<file path="config.mk">
export PLATFORM = sky130hd
export DESIGN_NAME = fetch_controller_flat
export DESIGN_NICKNAME = d
export VERILOG_FILES = /design/src/rtl/fetch_controller_if.sv /design/src/rtl/fetch_controller.sv /design/src/flat_wrapper.sv
export SDC_FILE = /design/constraint.sdc
export NUM_CORES = 1
export LEC_CHECK = 0
export CORE_UTILIZATION = 30
export DETAILED_ROUTE_END_ITERATION = 10
export PLACE_DENSITY = 0.57
export SLEW_MARGIN = 5
export SYNTH_ARGS = -nofsm -noshare
export SYNTH_HDL_FRONTEND = slang
export SYNTH_SLANG_ARGS = --single-unit
</file>
<file path="constraint.sdc">
create_clock -name Clk -period 2.5 [get_ports Clk]
set_input_delay 0.5 -clock Clk [delete_from_list [all_inputs] [get_ports Clk]]
set_output_delay 0.5 -clock Clk [all_outputs]
set_load 0.02 [all_outputs]
</file>
<file path="src/rtl/fetch_controller_if.sv">
// rtl/fetch_controller_if.sv - fetch controller bus: run control, imem port, decode handshake, redirect
interface fetch_controller_if;
  logic        Run;
  logic [31:0] IMem_Addr;
  logic [31:0] IMem_Data;
  logic [31:0] Instr;
  logic [31:0] Instr_PC;
  logic        Instr_Valid;
  logic        Instr_Ready;
  logic        Redirect;
  logic [31:0] Redirect_PC;
  logic        Fault;

  modport master (
    input  Run, IMem_Data, Instr_Ready, Redirect, Redirect_PC,
    output IMem_Addr, Instr, Instr_PC, Instr_Valid, Fault
  );

  modport slave (
    output Run, IMem_Data, Instr_Ready, Redirect, Redirect_PC,
    input  IMem_Addr, Instr, Instr_PC, Instr_Valid, Fault
  );
endinterface

</file>
<file path="src/rtl/fetch_controller.sv">
// rtl/fetch_controller.sv - fetch PC sequencer with prefetch queue; FETCH_BOUND_CHECK_EN enables the imem range fault
module fetch_controller #(
  parameter logic [31:0] RESET_PC   = 32'h0000_0000,
  parameter int          IMEM_WORDS = 64,
  parameter int          QDEPTH     = 2
) (
  input logic                 Clk,
  input logic                 Rst,
  fetch_controller_if.master  bus
);
  localparam int PW = $clog2(QDEPTH);
  localparam int CW = PW + 1;
  localparam logic [CW-1:0] FULL = CW'(QDEPTH);

  localparam logic [1:0] IDLE  = 2'd0;
  localparam logic [1:0] FETCH = 2'd1;
  localparam logic [1:0] FAULT = 2'd2;

  if (QDEPTH < 2 || (QDEPTH & (QDEPTH - 1)) != 0 || IMEM_WORDS < 1) begin : g_bad_cfg
    $error("fetch_controller: QDEPTH must be a power of 2 >= 2 and IMEM_WORDS >= 1");
  end

`ifdef FETCH_BOUND_CHECK_EN
  localparam logic [29:0] IMEM_WORDS_C = 30'(IMEM_WORDS);
`endif

  logic [1:0]    state_q, state_d;
  logic [31:0]   fpc_q, fpc_d;
  logic [CW-1:0] count_q, count_d;
  logic [PW-1:0] head_q, head_d, tail_q, tail_d;
  logic [31:0]   q_pc_q [QDEPTH];
  logic [31:0]   q_pc_d [QDEPTH];
  logic [31:0]   q_instr_q [QDEPTH];
  logic [31:0]   q_instr_d [QDEPTH];
  logic          fault_q, fault_d;

  logic not_empty, pop, push, fetch_en, out_of_range;

  always_comb begin
    not_empty = (count_q != '0);
    pop       = not_empty && bus.Instr_Ready;
    // Run high in IDLE fetches in the same cycle so the first word is valid one cycle later.
    fetch_en  = bus.Run && (state_q != FAULT);
`ifdef FETCH_BOUND_CHECK_EN
    out_of_range = (fpc_q[31:2] >= IMEM_WORDS_C);
`else
    out_of_range = 1'b0;
`endif
    push = fetch_en && !bus.Redirect && !out_of_range && ((count_q != FULL) || pop);
  end

  always_comb begin
    state_d   = state_q;
    fpc_d     = fpc_q;
    count_d   = count_q;
    head_d    = head_q;
    tail_d    = tail_q;
    q_pc_d    = q_pc_q;
    q_instr_d = q_instr_q;
    fault_d   = fault_q;

    if (bus.Redirect) begin
      // A pop in this cycle is absorbed by the flush.
      fpc_d   = bus.Redirect_PC & 32'hFFFF_FFFC;
      count_d = '0;
      head_d  = '0;
      tail_d  = '0;
      fault_d = 1'b0;
      state_d = bus.Run ? FETCH : IDLE;
    end else begin
      if (pop) begin
        head_d = head_q + 1'b1;
      end
      if (push) begin
        q_pc_d[tail_q]    = fpc_q;
        q_instr_d[tail_q] = bus.IMem_Data;
        tail_d            = tail_q + 1'b1;
        fpc_d             = fpc_q + 32'd4;
      end
      case ({push, pop})
        2'b10:   count_d = count_q + 1'b1;
        2'b01:   count_d = count_q - 1'b1;
        default: count_d = count_q;
      endcase

      case (state_q)
        IDLE:    if (bus.Run) state_d = out_of_range ? FAULT : FETCH;
        FETCH:   if (!bus.Run) state_d = IDLE;
                 else if (out_of_range) state_d = FAULT;
        FAULT:   state_d = FAULT;
        default: state_d = IDLE;
      endcase

`ifdef FETCH_BOUND_CHECK_EN
      if (fetch_en && out_of_range) fault_d = 1'b1;
`else
      fault_d = 1'b0;
`endif
    end
  end

  always_ff @(posedge Clk) begin
    if (Rst) begin
      state_q <= IDLE;
      fpc_q   <= RESET_PC;
      count_q <= '0;
      head_q  <= '0;
      tail_q  <= '0;
      fault_q <= 1'b0;
      for (int i = 0; i < QDEPTH; i++) begin
        q_pc_q[i]    <= '0;
        q_instr_q[i] <= '0;
      end
    end else begin
      state_q   <= state_d;
      fpc_q     <= fpc_d;
      count_q   <= count_d;
      head_q    <= head_d;
      tail_q    <= tail_d;
      fault_q   <= fault_d;
      q_pc_q    <= q_pc_d;
      q_instr_q <= q_instr_d;
    end
  end

  assign bus.IMem_Addr   = {2'b00, fpc_q[31:2]};
  assign bus.Instr_Valid = not_empty;
  assign bus.Instr       = not_empty ? q_instr_q[head_q] : 32'h0;
  assign bus.Instr_PC    = not_empty ? q_pc_q[head_q] : 32'h0;
  assign bus.Fault       = fault_q;
endmodule

</file>
<file path="src/flat_wrapper.sv">
// flat-port wrapper written by rule: the top's interface ports become plain ports
module fetch_controller_flat 
#(
  parameter logic [31:0] RESET_PC   = 32'h0000_0000,
  parameter int          IMEM_WORDS = 64,
  parameter int          QDEPTH     = 2
)
  (Clk, Rst, bus_Run, bus_IMem_Data, bus_Instr_Ready, bus_Redirect, bus_Redirect_PC, bus_IMem_Addr, bus_Instr, bus_Instr_PC, bus_Instr_Valid, bus_Fault);
  fetch_controller_if bus_i ();
  input logic Clk;
  input logic Rst;
  input wire logic [$bits(bus_i.Run)-1:0] bus_Run;
  input wire logic [$bits(bus_i.IMem_Data)-1:0] bus_IMem_Data;
  input wire logic [$bits(bus_i.Instr_Ready)-1:0] bus_Instr_Ready;
  input wire logic [$bits(bus_i.Redirect)-1:0] bus_Redirect;
  input wire logic [$bits(bus_i.Redirect_PC)-1:0] bus_Redirect_PC;
  output wire logic [$bits(bus_i.IMem_Addr)-1:0] bus_IMem_Addr;
  output wire logic [$bits(bus_i.Instr)-1:0] bus_Instr;
  output wire logic [$bits(bus_i.Instr_PC)-1:0] bus_Instr_PC;
  output wire logic [$bits(bus_i.Instr_Valid)-1:0] bus_Instr_Valid;
  output wire logic [$bits(bus_i.Fault)-1:0] bus_Fault;
  assign bus_i.Run = bus_Run;
  assign bus_i.IMem_Data = bus_IMem_Data;
  assign bus_i.Instr_Ready = bus_Instr_Ready;
  assign bus_i.Redirect = bus_Redirect;
  assign bus_i.Redirect_PC = bus_Redirect_PC;
  assign bus_IMem_Addr = bus_i.IMem_Addr;
  assign bus_Instr = bus_i.Instr;
  assign bus_Instr_PC = bus_i.Instr_PC;
  assign bus_Instr_Valid = bus_i.Instr_Valid;
  assign bus_Fault = bus_i.Fault;
  fetch_controller #(.RESET_PC(RESET_PC), .IMEM_WORDS(IMEM_WORDS), .QDEPTH(QDEPTH)) u_core (.Clk(Clk), .Rst(Rst), .bus(bus_i));
endmodule
</file>
==> results.txt, run 1 <==
----------------------------------------------------
[Routing]
  Via total after detailed routing ... 6811
  Routed metal-1 wirelength ... 10800 um
  Remaining antenna violation count after routing ... 0
  First-pass DRT Iterations ... 5
  Routed wirelength normalized by instance count ... 15.7 um
  DRT iter0 DRCs ... 423
  Post-detailed-routing wire length ... 22200 um
  Post-route DRC ... 0
  Max layer used ... met4
  Average via count per standard cell ... 4.81
  Routed wl met2 ... 10200 um
  WL met3 ... 981 um

[Logic synthesis]
  Cell type with the highest aggregate area in the netlist ... sky130_fd_sc_hd__dfxtp_1
  Synthesized instance count ... 938
  Fraction of post-synthesis cell area in the top cell type by area ... 44.2%
  Portion of the post-synthesis area used by sequential elements ... 44.2%
  Fraction of registers with async set/reset ... 0%
  Synthesized flop and latch total ... 160
  Number of flops mapped to enable cells by yosys ... 0
  Biggest area contributors in the synthesized netlist ... sky130_fd_sc_hd__dfxtp_1 44%, sky130_fd_sc_hd__nand2_1 14%, sky130_fd_sc_hd__a21oi_1 9.8%
  Most used flip-flop cell after synthesis ... sky130_fd_sc_hd__dfxtp_1
  Synthesized area per cell ... 7.73 um2
  Yosys cell types ... 51
  Netlist Area Pre-Place ... 0.00725 mm2
  Number of warnings printed during yosys synthesis ... 0

[Hold path]
  Worst hold path type ... flip-flop to flip-flop

[Clock network]
  Number of clock buffers inserted by TritonCTS ... 17
  CTS tree ... built
  Number of clock sinks seen by CTS ... 160
  Maximum buffer depth of the clock tree ... 2
  Hold-fix buffers, CTS ... 0
  Source-to-sink clock delay at the later pin of the worst-skew pair ... 0.42 ns
  Clock tree root buffer cell ... sky130_fd_sc_hd__clkbuf_16
  # H-tree levels ... 4
  CTS clock-pin slew for the worst setup and hold paths ... 0.06 ns

[Worst setup path]
  Termination of the worst setup path ... bus_Instr_PC[9]
  Beginning of the critical path ... u_core.head_q$_SDFFE_PP0P_
  Worst Setup Path Type ... flip-flop to output port
  R2R setup slack ... 0.45 ns
  Startpoint type of the worst setup path ... flip-flop
  WP data required ... 2.00 ns
  CP endpoint kind ... output port
  Largest fanout on the critical path ... 13
  Critical R2R Launch ... u_core.fpc_q[2]$_SDFFE_PP0P_
  Path depth of the worst reg2reg path ... 5
  Worst path arrival time ... 1.93 ns
  Capturing point of the worst reg2reg path ... u_core.fpc_q[8]$_SDFFE_PP0P_

[Global routing]
  Pin count of the biggest net entering global routing ... 151
  Total track usage ... 17.9%
  Global-route congestion overflow total ... 0
  Number of global-route vias before repair ... 6414
  Global-route wire length before repair ... 34300 um
  Number of antenna violations at the first check in global routing ... 0

[Cells and area]
  Fraction of final layout cells sized beyond drive strength 1 ... 8.11%
  Count of nets after finishing ... 1155
  Top library cells by usage in the layout, fill and taps aside ... 278 x sky130_fd_sc_hd__nand2_1, 158 x sky130_fd_sc_hd__dfxtp_1, 142 x sky130_fd_sc_hd__a21oi_1
  Antenna diodes ... 0
  Post-route cell area ... 0.00999 mm2
  Area growth from synthesis to layout ... 37.7%
  Leading cell type in the layout, fill and taps excluded ... sky130_fd_sc_hd__nand2_1

[STA]
  Fin crit share ... 97.3%
  Final Max Slew Viols ... 0
  Final Hold Viols ... 0
  Setup total negative slack ... 0 ns
  Worst setup skew after layout ... 0.0110 ns
  Least-Margin Pin Slew ... 0.789 ns
  Min Clock Period, post-route ... 2.43 ns
  Final-report setup violation count ... 0
  Max frequency ... 411 MHz
  Max-Slew Margin vs Limit ... 47.4%

[Placement]
  Detailed-placement wirelength estimate ... 13900 um
  IO Port Bufs ... 159
  Routability-driven placement congestion ratio ... 0.768
  Placement Cell Area ... 0.00931 mm2

[Floorplanning]
  Die X ... 157 um
  Floorplan die area ... 0.0248 mm2
  Starting utilization of the core area ... 30.7%
  Total I/O pin count ... 167
  Number of placement rows ... 56
  Die H ... 157 um
  Placeable core area ... 0.0236 mm2

[Pwr]
  Logic pwr share ... 10.8%
  Worst supply voltage drop on vdd ... 0.416 mV
  Ratio of total power to cell area ... 578 mW/mm2
  Clock network fraction of design power ... 42.3%
  Net switching fraction of the power ... 26.8%
  Net Switching ... 0.00155 W
  Int Pwr ... 0.00423 W
  Total leakage power ... 3.72 nW
  Relative contribution of sequential cells to total power ... 46.8%

[Outcome]
  Run status ... finished, final reports clean

[Job]
  Number of max-cap violations ... 0

----------------------------------------------------
[power by group through the flow]
stage / registers [W] / logic [W] / clock network [W]
final: 0.00271 / 0.000626 / 0.00245
after global routing: 0.00272 / 0.000681 / 0.00264
after CTS: 0.00270 / 0.000629 / 0.00251
after detailed placement: 0.00276 / 0.000626 / 0
after global placement: 0.00276 / 0.000625 / 0
after floorplan: 0.00277 / 0.000289 / 0
[worst min path at each step]
stage | start | to | slack [ns] | cells after the start
after CTS | u_core.state_q[1]$_SDFFE_PP0P_ | u_core.state_q[0]$_SDFFE_PP0P_ | 0.45 | 1
after detailed placement | u_core.state_q[1]$_SDFFE_PP0P_ | u_core.state_q[0]$_SDFFE_PP0P_ | 0.43 | 1
after floorplan | u_core.state_q[1]$_SDFFE_PP0P_ | u_core.state_q[0]$_SDFFE_PP0P_ | 0.41 | 1
final | u_core.state_q[1]$_SDFFE_PP0P_ | u_core.state_q[0]$_SDFFE_PP0P_ | 0.44 | 1
after global placement | u_core.state_q[1]$_SDFFE_PP0P_ | u_core.state_q[0]$_SDFFE_PP0P_ | 0.43 | 1
after global routing | u_core.q_instr_q[52]$_SDFFE_PP0P_ | u_core.q_instr_q[52]$_SDFFE_PP0P_ | 0.47 | 2
[cell families (layout without fill, tap and decap cells)]
family | after synthesis | after routing | synth area share, %
and+or+nand+nor | 424 | 424 | 24.8
AOI/OAI and AO/OA | 195 | 195 | 14.8
DFF | 160 | 160 | 44.2
buffers and inverters | 81 | 236 | 5.61
muxes | 65 | 65 | 9.03
xor gates and xnor gates | 10 | 10 | 1.21
adders and majority gates | 2 | 2 | 0.345
other | 1 | 5 | 0.0517
[sequential cells by signal, summed over array words and instances (netlist names)]
| name | count |
|---|---|
| u_core.head_q | 1 |
| u_core.q_pc_q | 60 |
| u_core.fpc_q | 30 |
| u_core.tail_q | 1 |
| u_core.state_q | 2 |
| u_core.q_instr_q | 64 |
| u_core.count_q | 2 |
[cell usage after synthesis, types with 2 or more instances]
| cell | instances |
|---|---|
| sky130_fd_sc_hd__buf_4 | 18 |
| sky130_fd_sc_hd__a32oi_1 | 4 |
| sky130_fd_sc_hd__o21ai_0 | 13 |
| sky130_fd_sc_hd__o22ai_1 | 3 |
| sky130_fd_sc_hd__mux2i_1 | 62 |
| sky130_fd_sc_hd__a22oi_1 | 2 |
| sky130_fd_sc_hd__a221oi_1 | 2 |
| sky130_fd_sc_hd__o211ai_1 | 6 |
| sky130_fd_sc_hd__nor4_1 | 2 |
| sky130_fd_sc_hd__buf_2 | 22 |
| sky130_fd_sc_hd__a211oi_1 | 2 |
| sky130_fd_sc_hd__a31oi_1 | 12 |
| sky130_fd_sc_hd__xor2_1 | 8 |
| sky130_fd_sc_hd__nor3_1 | 3 |
| sky130_fd_sc_hd__ha_1 | 2 |
| sky130_fd_sc_hd__clkbuf_1 | 28 |
| sky130_fd_sc_hd__buf_1 | 3 |
| sky130_fd_sc_hd__nand2_1 | 278 |
| sky130_fd_sc_hd__dfxtp_1 | 160 |
| sky130_fd_sc_hd__nor2_1 | 85 |
| sky130_fd_sc_hd__nor3_2 | 2 |
| sky130_fd_sc_hd__nand3_1 | 12 |
| sky130_fd_sc_hd__xnor2_1 | 2 |
| sky130_fd_sc_hd__nand4_1 | 10 |
| sky130_fd_sc_hd__inv_1 | 7 |
| sky130_fd_sc_hd__or3_1 | 6 |
| sky130_fd_sc_hd__a21oi_1 | 142 |
| sky130_fd_sc_hd__and2_1 | 6 |
| sky130_fd_sc_hd__and3_1 | 6 |
| sky130_fd_sc_hd__nand4_2 | 3 |
| sky130_fd_sc_hd__nand2b_1 | 2 |
| sky130_fd_sc_hd__mux2_2 | 2 |
| sky130_fd_sc_hd__a311oi_1 | 2 |
| sky130_fd_sc_hd__nor4_4 | 2 |
| sky130_fd_sc_hd__o311ai_0 | 3 |
[critical path: stages, from the launching register on]
cell and delay [ns]:
sky130_fd_sc_hd__dfxtp_4 0.45, sky130_fd_sc_hd__buf_16 0.20, sky130_fd_sc_hd__mux2i_1 0.09, sky130_fd_sc_hd__nor2_1 0.14, sky130_fd_sc_hd__clkdlybuf4s50_1 0.63
[metal layers]
metal / track usage (%) / up-vias
met4: 4.48 / 0
met5: 0 / -
met1: 23.7 / 3192
li1: - / 3440
met3: 3.99 / 13
met2: 29.2 / 166
[layout make-up]
type / count / area, um2
clock buffer: 19 / 443
sequential: 160 / 3210
timing repair buffer: 195 / 2130
multi-input combinational: 701 / 3670
fill: 2446 / 13600
tap: 319 / 399
inverter: 9 / 33.8
clock inverter: 13 / 104
[timing repair]
action | 4_1_cts | 5_1_grt
gates resized for setup | 6 | 29
pin swaps | 0 | 0
setup endpoints to repair | 11 | 34
gates cloned | 0 | 2
buffers inserted | 0 | 0
[metrics by stage]
| stage | total power (W) | cells | hold WS [ns] | setup WS [ns] | util, % |
|---|---|---|---|---|---|
| 2_1_floorplan | 0.00306 | 942 | 0.410 | 0.388 | - |
| 3_5_place_dp | 0.00339 | 1382 | 0.427 | 0.0383 | 39.4 |
| 3_3_place_gp | 0.00339 | 1382 | 0.432 | 0.0474 | 39.4 |
| 5_1_grt | 0.00603 | 1416 | 0.468 | -0.000621 | 42.3 |
| 4_1_cts | 0.00584 | 1414 | 0.447 | 0.00504 | 41.7 |
| 6_report | 0.00578 | 1416 | 0.444 | 0.0663 | 42.3 |
Note: power is estimated with default switching activity, not from simulation.
==> run 2, diff against run 1 <==
--- a/config.mk
+++ b/config.mk
@@ -8,6 +8,7 @@
 export CORE_UTILIZATION = 30
 export DETAILED_ROUTE_END_ITERATION = 10
 export PLACE_DENSITY = 0.57
+export SKIP_LAST_GASP = 1
 export SLEW_MARGIN = 5
 export SYNTH_ARGS = -nofsm -noshare
 export SYNTH_HDL_FRONTEND = slang
==> results.txt, run 2 (synthesized netlist as in run 1, its figures left out) <==
----------------------------------------------------
[Outcome]
  Run status ... finished, final reports clean

[Global routing]
  GRT met1 Usage ... 23.7%
  Total track usage ... 17.9%
  Pin count of the biggest net entering global routing ... 151
  Routing usage on met2 ... 29.2%
  Number of global-route vias before repair ... 6414
  Global-route wire length before repair ... 34300 um
  Global-route congestion overflow total ... 0
  Global-route met3 utilization ... 3.99%
  Number of antenna violations at the first check in global routing ... 0
  Most crowded layer after global routing ... met2

[Placement]
  IO Port Bufs ... 159
  Worst slack at placement ... 0.0383 ns
  Detailed-placement wirelength estimate ... 13900 um
  Placement Cell Area ... 0.00931 mm2
  Cell Count Post-Placement ... 1382
  Routability-driven placement congestion ratio ... 0.768

[STA]
  Final-report setup violation count ... 0
  Max-Slew Margin vs Limit ... 48.7%
  Final Max Slew Viols ... 0
  Final Hold Viols ... 0
  Worst setup skew after layout ... 0.00970 ns
  Final setup slack of the worst path ... 0.0622 ns
  Least-Margin Pin Slew ... 0.769 ns
  RSZ-0062 raised after global routing ... yes
  Fin crit share ... 97.5%
  Min Clock Period, post-route ... 2.44 ns
  Max frequency ... 410 MHz
  Setup total negative slack ... 0 ns

[Worst setup path]
  Largest fanout on the critical path ... 13
  Total buffers and inverters traversed by the critical path ... 2
  Critical path's top delay family ... buffers and inverters
  WP data required ... 2.00 ns
  Delay of the slowest cell on the worst path ... 0.63 ns
  Worst Setup Path Type ... flip-flop to output port
  Cell chain of the critical path ... buf_16 -> mux2i_1 -> nor2_1 -> clkdlybuf4s50_1
  Worst path arrival time ... 1.94 ns
  CP endpoint kind ... output port
  Startpoint type of the worst setup path ... flip-flop
  Crit path max-delay cell type ... sky130_fd_sc_hd__clkdlybuf4s50_1

[Clock network]
  Number of clock buffers inserted by TritonCTS ... 17
  Setup fix buffers added after clock tree synthesis ... 0
  Number of clock sinks seen by CTS ... 160
  Clock tree root buffer cell ... sky130_fd_sc_hd__clkbuf_16
  Hold-fix buffers, CTS ... 0
  CTS tree ... built
  CTS clock-pin slew for the worst setup and hold paths ... 0.06 ns
  Source-to-sink clock delay at the later pin of the worst-skew pair ... 0.42 ns
  # H-tree levels ... 4
  Maximum buffer depth of the clock tree ... 2

[Cells and area]
  Most flops, register ... u_core.q_instr_q
  Fraction of final layout cells sized beyond drive strength 1 ... 8.11%
  Top library cells by usage in the layout, fill and taps aside ... 278 x sky130_fd_sc_hd__nand2_1, 158 x sky130_fd_sc_hd__dfxtp_1, 142 x sky130_fd_sc_hd__a21oi_1
  Count of nets after finishing ... 1155
  Leading cell type in the layout, fill and taps excluded ... sky130_fd_sc_hd__nand2_1
  Final core utilization ... 42.1%
  Regs by FF count ... u_core.q_instr_q: 64 flops, u_core.q_pc_q: 60 flops, u_core.fpc_q: 30 flops
  Antenna diodes ... 0
  Final cell count without fillers ... 1416
  Flip-flop count of the largest register after layout ... 64
  Post-route cell area ... 0.00995 mm2
  Area growth from synthesis to layout ... 37.2%

[Floorplanning]
  Total I/O pin count ... 167
  Starting utilization of the core area ... 30.7%
  Placeable core area ... 0.0236 mm2
  Die H ... 157 um
  Floorplan die area ... 0.0248 mm2
  Die X ... 157 um
  Number of placement rows ... 56

[Routing]
  Post-detailed-routing wire length ... 22200 um
  Via total after detailed routing ... 6843
  DRT iter0 DRCs ... 425
  Remaining antenna violation count after routing ... 0
  First-pass DRT Iterations ... 5
  Post-route DRC ... 0
  Average via count per standard cell ... 4.83
  Routed wirelength normalized by instance count ... 15.7 um

[Hold path]
  Worst hold path type ... flip-flop to flip-flop

[Pwr]
  Worst supply voltage drop on vdd ... 0.414 mV
  Ratio of total power to cell area ... 580 mW/mm2
  Total leakage power ... 3.47 nW

[Job]
  Number of max-cap violations ... 0

----------------------------------------------------
[run 2: timing repair]
action | 4_1_cts | 5_1_grt
resized for setup | 5 | 15
setup endpoints to repair | 11 | 35
gates cloned | 0 | 2
[run 2: power breakdown]
part | internal [W] | switching (W)
clock network | 0.00132 | 0.00113
registers | 0.00262 | 0.0000832
logic | 0.000288 | 0.000336
total | 0.00423 | 0.00155
[run 2: through the flow]
step / hold slack (ns) / total power [W]
after floorplan: 0.410 / 0.00306
after global placement: 0.432 / 0.00339
after detailed placement: 0.427 / 0.00339
after CTS: 0.447 / 0.00584
after global routing: 0.468 / 0.00603
final: 0.446 / 0.00577
[run 2: path summary, 6_finish.rpt]
check	start	depth (start not counted)	slack, ns	endpoint
setup / recovery	u_core.head_q$_SDFFE_PP0P_	4	0.06	bus_Instr_PC[9]
hold / removal	u_core.state_q[1]$_SDFFE_PP0P_	1	0.45	u_core.state_q[0]$_SDFFE_PP0P_
setup reg to reg	u_core.fpc_q[2]$_SDFFE_PP0P_	5	0.44	u_core.fpc_q[8]$_SDFFE_PP0P_
hold reg to reg	u_core.state_q[1]$_SDFFE_PP0P_	1	0.45	u_core.state_q[0]$_SDFFE_PP0P_
[run 2: metal layers]
| layer | routed length, um | vias up | share of wire, % |
|---|---|---|---|
| met5 | 0 | - | 0 |
| met4 | 223 | 0 | 1.0 |
| met3 | 1130 | 13 | 5.1 |
| met2 | 10300 | 179 | 46 |
| met1 | 10600 | 3211 | 48 |
| li1 | - | 3440 | - |
[run 2: worst register-to-register path, delay by kind of cell (launching register included)]
kind / cells / cell delay [ns]
DFF: 1 / 0.55
AOI/OAI and AO/OA: 1 / 0.25
adders and majority gates: 1 / 0.29
and+or+nand+nor: 3 / 0.87
[run 2: final cells by class]
class                   instances  area, um2
clock buffers                  19        443
clock inverters                13        104
fillers                      2447      13700
inverters                       9       33.8
multi-input cells             701       3670
flip-flops and latches        160       3210
well taps                     319        399
repair buffers                195       2090
==> variant 1 (config.mk and constraints of run 1) <==
Make the reset (`Rst`) asynchronous in one clocked block.
--- a/src/rtl/fetch_controller.sv
+++ b/src/rtl/fetch_controller.sv
@@ -101,3 +101,3 @@
 
-  always_ff @(posedge Clk) begin
+  always_ff @(posedge Clk or posedge Rst) begin
     if (Rst) begin
Function: differs if Rst is asserted again (counterexample within 4 cycles, from zero or initial values and one cycle with Rst high); with Rst held inactive, the same outputs for 4 cycles.
==> variant 1 against run 1 <==
Fmax grew 1.1%; wire length is 4.4% lower; die area is 6.3% higher; setup slack better by 0.026 ns; cell area is 5.9% higher; core utilization shrank 0.31 points; synthesized area up 6.4%; via count shrank 15%; sequential cell count stayed put; critical path depth is the same; count of clock-buffer cells in the layout unchanged; critical path type unchanged; critical endpoint is now bus_Instr_PC[22].
Power is not compared: it rests on default switching activity, and its combinational part moved more than twofold at a synthesized area within 25%.
==> variant 1: results (changes against run 1) <==
| Metric | Value |
|---|---|
| Status | complete, no violations (unchanged) |
| Proportion of layout cells with a drive suffix above 1 | 0.1686 (was 0.08113) |
| Maximum number of pins on one net before global-route repair | 50 (was 151) |
| Number of DRC violations after detailed-routing iteration 0 | 321 (was 423) |
| Number of nets at the end of the flow | 913 (was 1,155) |
| Share of async-settable or async-resettable flops after synthesis | 1.000 (was 0) |
| Adder-cell share of the synthesized area | 0.001622 (was 0.003451) |
| Startpoint of the worst register-to-register path | u_core.count_q[1]$_DFFE_PP0P_ (was u_core.fpc_q[2]$_SDFFE_PP0P_) |
| Signal inverters | 6 (was 9) |
| Top post-synthesis cells by area | sky130_fd_sc_hd__dfrtp_1, sky130_fd_sc_hd__mux2_1, sky130_fd_sc_hd__mux2_2 (was sky130_fd_sc_hd__dfxtp_1, sky130_fd_sc_hd__nand2_1, sky130_fd_sc_hd__a21oi_1) |
| Buffers, non-clock | 205 (was 195) |
| Minimum period implied by the final worst setup slack | 2.408 ns (was 2.434 ns) |
| ClkCell Share | 0.05528 (was 0.05476) |
| RePlAce Congestion | 0.7847 (was 0.7682) |
| Post-synthesis cell count | 660 (was 938) |
| Number of placement rows | 58 (was 56) |
| CP Launch Point | u_core.count_q[1]$_DFFE_PP0P_ (was u_core.head_q$_SDFFE_PP0P_) |
| Total cell area at the placement stage | 9967 sq um (was 9306 sq um) |
| Post-Place Setup Slack | -0.1412 ns (was 0.03830 ns) |
| Fraction of standard cell area that is sequential | 0.3793 (was 0.3213) |
| Most frequent cells after synthesis | sky130_fd_sc_hd__dfrtp_1, sky130_fd_sc_hd__nor2_1, sky130_fd_sc_hd__mux2i_1, sky130_fd_sc_hd__mux2_1, sky130_fd_sc_hd__mux2_2 (was sky130_fd_sc_hd__nand2_1, sky130_fd_sc_hd__dfxtp_1, sky130_fd_sc_hd__a21oi_1, sky130_fd_sc_hd__nor2_1, sky130_fd_sc_hd__mux2i_1) |
| Non-clock buffer contribution to total cell area | 0.1959 (was 0.2129) |
| Multi-input gates | 453 (was 701) |
| Number of global-route vias before repair | 5,929 (was 6,414) |
| End point of the critical path | bus_Instr_PC[22] (was bus_Instr_PC[9]) |
| Worst Path Max Fanout | 16 (was 13) |
| Actual transition at the worst max-transition pin | 0.5450 ns (was 0.7888 ns) |
variant 1: layer usage:
metal	wire length [um]	GRT usage
met5	0	0
met4	302	0.05103
met1	10230	0.2386
met2	9765	0.2644
met3	891	0.03514
variant 1: metrics by stage:
| step | hold slack (ns) | total power [mW] | TNS (ns) | utilization |
|---|---|---|---|---|
| 6_report | 0.4685 | 7.956 | 0 | 0.4198 |
| 5_1_grt | 0.4928 | 8.414 | 0 | 0.4198 |
| 4_1_cts | 0.4698 | 8.061 | 0 | 0.4195 |
| 3_5_place_dp | 0.4613 | 5.410 | -7.479 | 0.3958 |
| 3_3_place_gp | 0.4625 | 5.355 | -7.152 | 0.3958 |
| 2_1_floorplan | 0.4448 | 4.647 | -4.615 | - |
variant 1: how the worst min path moves through the flow:
stage                                startpoint                                to  slack [ns]  cells after the start
2_1_floorplan     u_core.state_q[1]$_DFFE_PP0P_     u_core.state_q[0]$_DFFE_PP0P_        0.44                      1
3_3_place_gp      u_core.state_q[1]$_DFFE_PP0P_     u_core.state_q[0]$_DFFE_PP0P_        0.46                      1
3_5_place_dp      u_core.state_q[1]$_DFFE_PP0P_     u_core.state_q[0]$_DFFE_PP0P_        0.46                      1
4_1_cts           u_core.state_q[1]$_DFFE_PP0P_     u_core.state_q[0]$_DFFE_PP0P_        0.47                      1
5_1_grt        u_core.q_instr_q[50]$_DFFE_PP0P_  u_core.q_instr_q[50]$_DFFE_PP0P_        0.49                      1
6_report          u_core.state_q[1]$_DFFE_PP0P_     u_core.state_q[0]$_DFFE_PP0P_        0.47                      1
variant 1: timing repair:
item / 4_1_cts / 5_1_grt
hold buffers: 0 / 0
setup endpoints to repair: 63 / 4
gates resized for setup: 62 / 3
setup buffers: 2 / 0
pin swaps: 0 / 1
gates cloned: 2 / 0
==> variant 2 (config.mk and constraints of run 1) <==
Without the edit above. Build with the macro `FETCH_BOUND_CHECK_EN` defined.
--- a/src/rtl/fetch_controller.sv
+++ b/src/rtl/fetch_controller.sv
@@ -1,2 +1,4 @@
 // rtl/fetch_controller.sv - fetch PC sequencer with prefetch queue; FETCH_BOUND_CHECK_EN enables the imem range fault
+`define FETCH_BOUND_CHECK_EN
+
 module fetch_controller #(
Function: changed (Yosys sat finds a counterexample within 4 cycles, from zero or initial values and one cycle with Rst high).
==> variant 2 against run 1 <==
Cell area down 9.2%; setup slack improved by 0.019 ns; critical endpoint is now bus_Instr[1]; wire length is 25% lower; power decreased by 3.5%; critical path depth unchanged; global-route usage fell by 2.4 points; sequential cell count up 1; sequential share of layout area rose by 3.5 points; count of clock-buffer cells in the layout stayed put; synthesized area fell by 11%; worst hold slack improved by 0.0054 ns; die area down 10%; first-iteration DRC count shrank 37%; largest power group unchanged.
==> variant 2: results (changes against run 1) <==
| Metric | Value |
|---|---|
| Post-Place Setup Slack | 0.1111 ns (was 0.03830 ns) |
| Complex-gate fraction of the synthesized area | 0.1104 (was 0.1477) |
| GRT Util Overall | 0.1545 (was 0.1786) |
| Mux contribution to synthesized area | 0.09570 (was 0.09025) |
| Reg2reg end | u_core.q_pc_q[3]$_SDFFE_PP0P_ (was u_core.fpc_q[8]$_SDFFE_PP0P_) |
| Number of buffers inserted by port buffering | 160 (was 159) |
| Status | complete, no violations (unchanged) |
| Sequential-to-total area share from yosys stat | 0.4970 (was 0.4418) |
| Data arrival time of the critical path | 1.91 ns (was 1.93 ns) |
| End point of the critical path | bus_Instr[1] (was bus_Instr_PC[9]) |
| Worst Path Max Fanout | 28 (was 13) |
| RePlAce Congestion | 0.7233 (was 0.7682) |
| Number of DRC violations after detailed-routing iteration 0 | 265 (was 423) |
| Static power due to leakage | 3.173 nW (was 3.718 nW) |
| Routed wirelength normalized by instance count | 14.04 um (was 15.66 um) |
| Length in cells of the worst reg-to-reg path | 6 (was 5) |
| Startpoint of the worst register-to-register path | u_core.fpc_q[20]$_SDFFE_PP0P_ (was u_core.fpc_q[2]$_SDFFE_PP0P_) |
| Top post-synthesis cells by area | sky130_fd_sc_hd__dfxtp_1, sky130_fd_sc_hd__mux2i_1, sky130_fd_sc_hd__nand2_1 (was sky130_fd_sc_hd__dfxtp_1, sky130_fd_sc_hd__nand2_1, sky130_fd_sc_hd__a21oi_1) |
| Minimum period implied by the final worst setup slack | 2.415 ns (was 2.434 ns) |
| Worst clock skew on the final layout | 0.01333 ns (was 0.01101 ns) |
| Die width | 149.0 um (was 157.5 um) |
| Largest voltage drop on the vdd net | 0.3905 mV (was 0.4158 mV) |
| Number of nets at the end of the flow | 961 (was 1,155) |
| Number of global-route vias before repair | 5,230 (was 6,414) |
| Wire length of the first global-routing pass | 26,930 um (was 34,270 um) |
| Rel. slew slack | 0.6259 (was 0.4741) |
| Maximum number of pins on one net before global-route repair | 52 (was 151) |
==> variant 2: cell count changes after synthesis, sizes merged, moves of 11 or more <==
cell and change:
nand2 -118, a21oi -63, and2 +44, buf -27
a22o +23, nor2 -13, o21ai -13, nand3 -11
==> variant 2: metrics by stage <==
step	cell area (sq um)	instances	util	hold slack, ns
floorplan	6496	735	-	0.4291
global placement	8482	1146	0.4022	0.4371
detailed placement	8482	1146	0.4022	0.4429
CTS	9049	1178	0.4291	0.4524
global route	9071	1178	0.4302	0.4668
finish	9071	1178	0.4302	0.4489
==> variant 2: final cells by class <==
cell class | count | area (sq um)
fill | 2139 | 12020
timing repair buffer | 190 | 1916
inverter | 8 | 30.03
multi-input combinational | 512 | 2984
tap | 275 | 344.1
sequential | 161 | 3229
clock buffer | 19 | 442.9
clock inverter | 13 | 125.1
==> variant 2: logic make-up after synthesis <==
kind of cell               after synthesis
and+or+nand+nor                        324
xor gates and xnor gates                 3
buffers and inverters                   62
DFF                                    161
muxes                                   62
other                                    1
adders and majority gates                2
AOI/OAI and AO/OA                      117
==> variant 2: repair_timing <==
item,in CTS,in global routing
gates resized for setup,5,10
buffers inserted,0,0
pin swaps,0,0
endpoints found under the setup margin,7,46
==> variant 2: worst min-delay path by stage <==
stage                                       from                                 to  slack, ns  cells past startpoint
2_1_floorplan     u_core.q_pc_q[40]$_SDFFE_PP0P_     u_core.q_pc_q[40]$_SDFFE_PP0P_       0.43                      1
6_report          u_core.q_pc_q[36]$_SDFFE_PP0P_     u_core.q_pc_q[36]$_SDFFE_PP0P_       0.45                      2
3_5_place_dp      u_core.q_pc_q[40]$_SDFFE_PP0P_     u_core.q_pc_q[40]$_SDFFE_PP0P_       0.44                      1
5_1_grt        u_core.q_instr_q[43]$_SDFFE_PP0P_  u_core.q_instr_q[43]$_SDFFE_PP0P_       0.47                      2
4_1_cts        u_core.q_instr_q[53]$_SDFFE_PP0P_  u_core.q_instr_q[53]$_SDFFE_PP0P_       0.45                      2
3_3_place_gp   u_core.q_instr_q[58]$_SDFFE_PP0P_  u_core.q_instr_q[58]$_SDFFE_PP0P_       0.44                      2
==> variant 2: power groups by stage <==
stage / Combinational (mW) / Clock (mW) / Sequential [mW]
finish: 0.402 / 2.54 / 2.64
floorplan: 0.144 / 0 / 2.73
CTS: 0.405 / 2.61 / 2.64
global route: 0.433 / 2.72 / 2.64
global placement: 0.405 / 0 / 2.69
detailed placement: 0.404 / 0 / 2.69
==> variant 2: routing by layer <==
metal	global-route usage	vias up	routed length, um
met5	0	-	0
met4	0.04949	0	195
met3	0.03425	15	550
met2	0.2484	110	7602
met1	0.2047	2502	8191
li1	-	2749	-
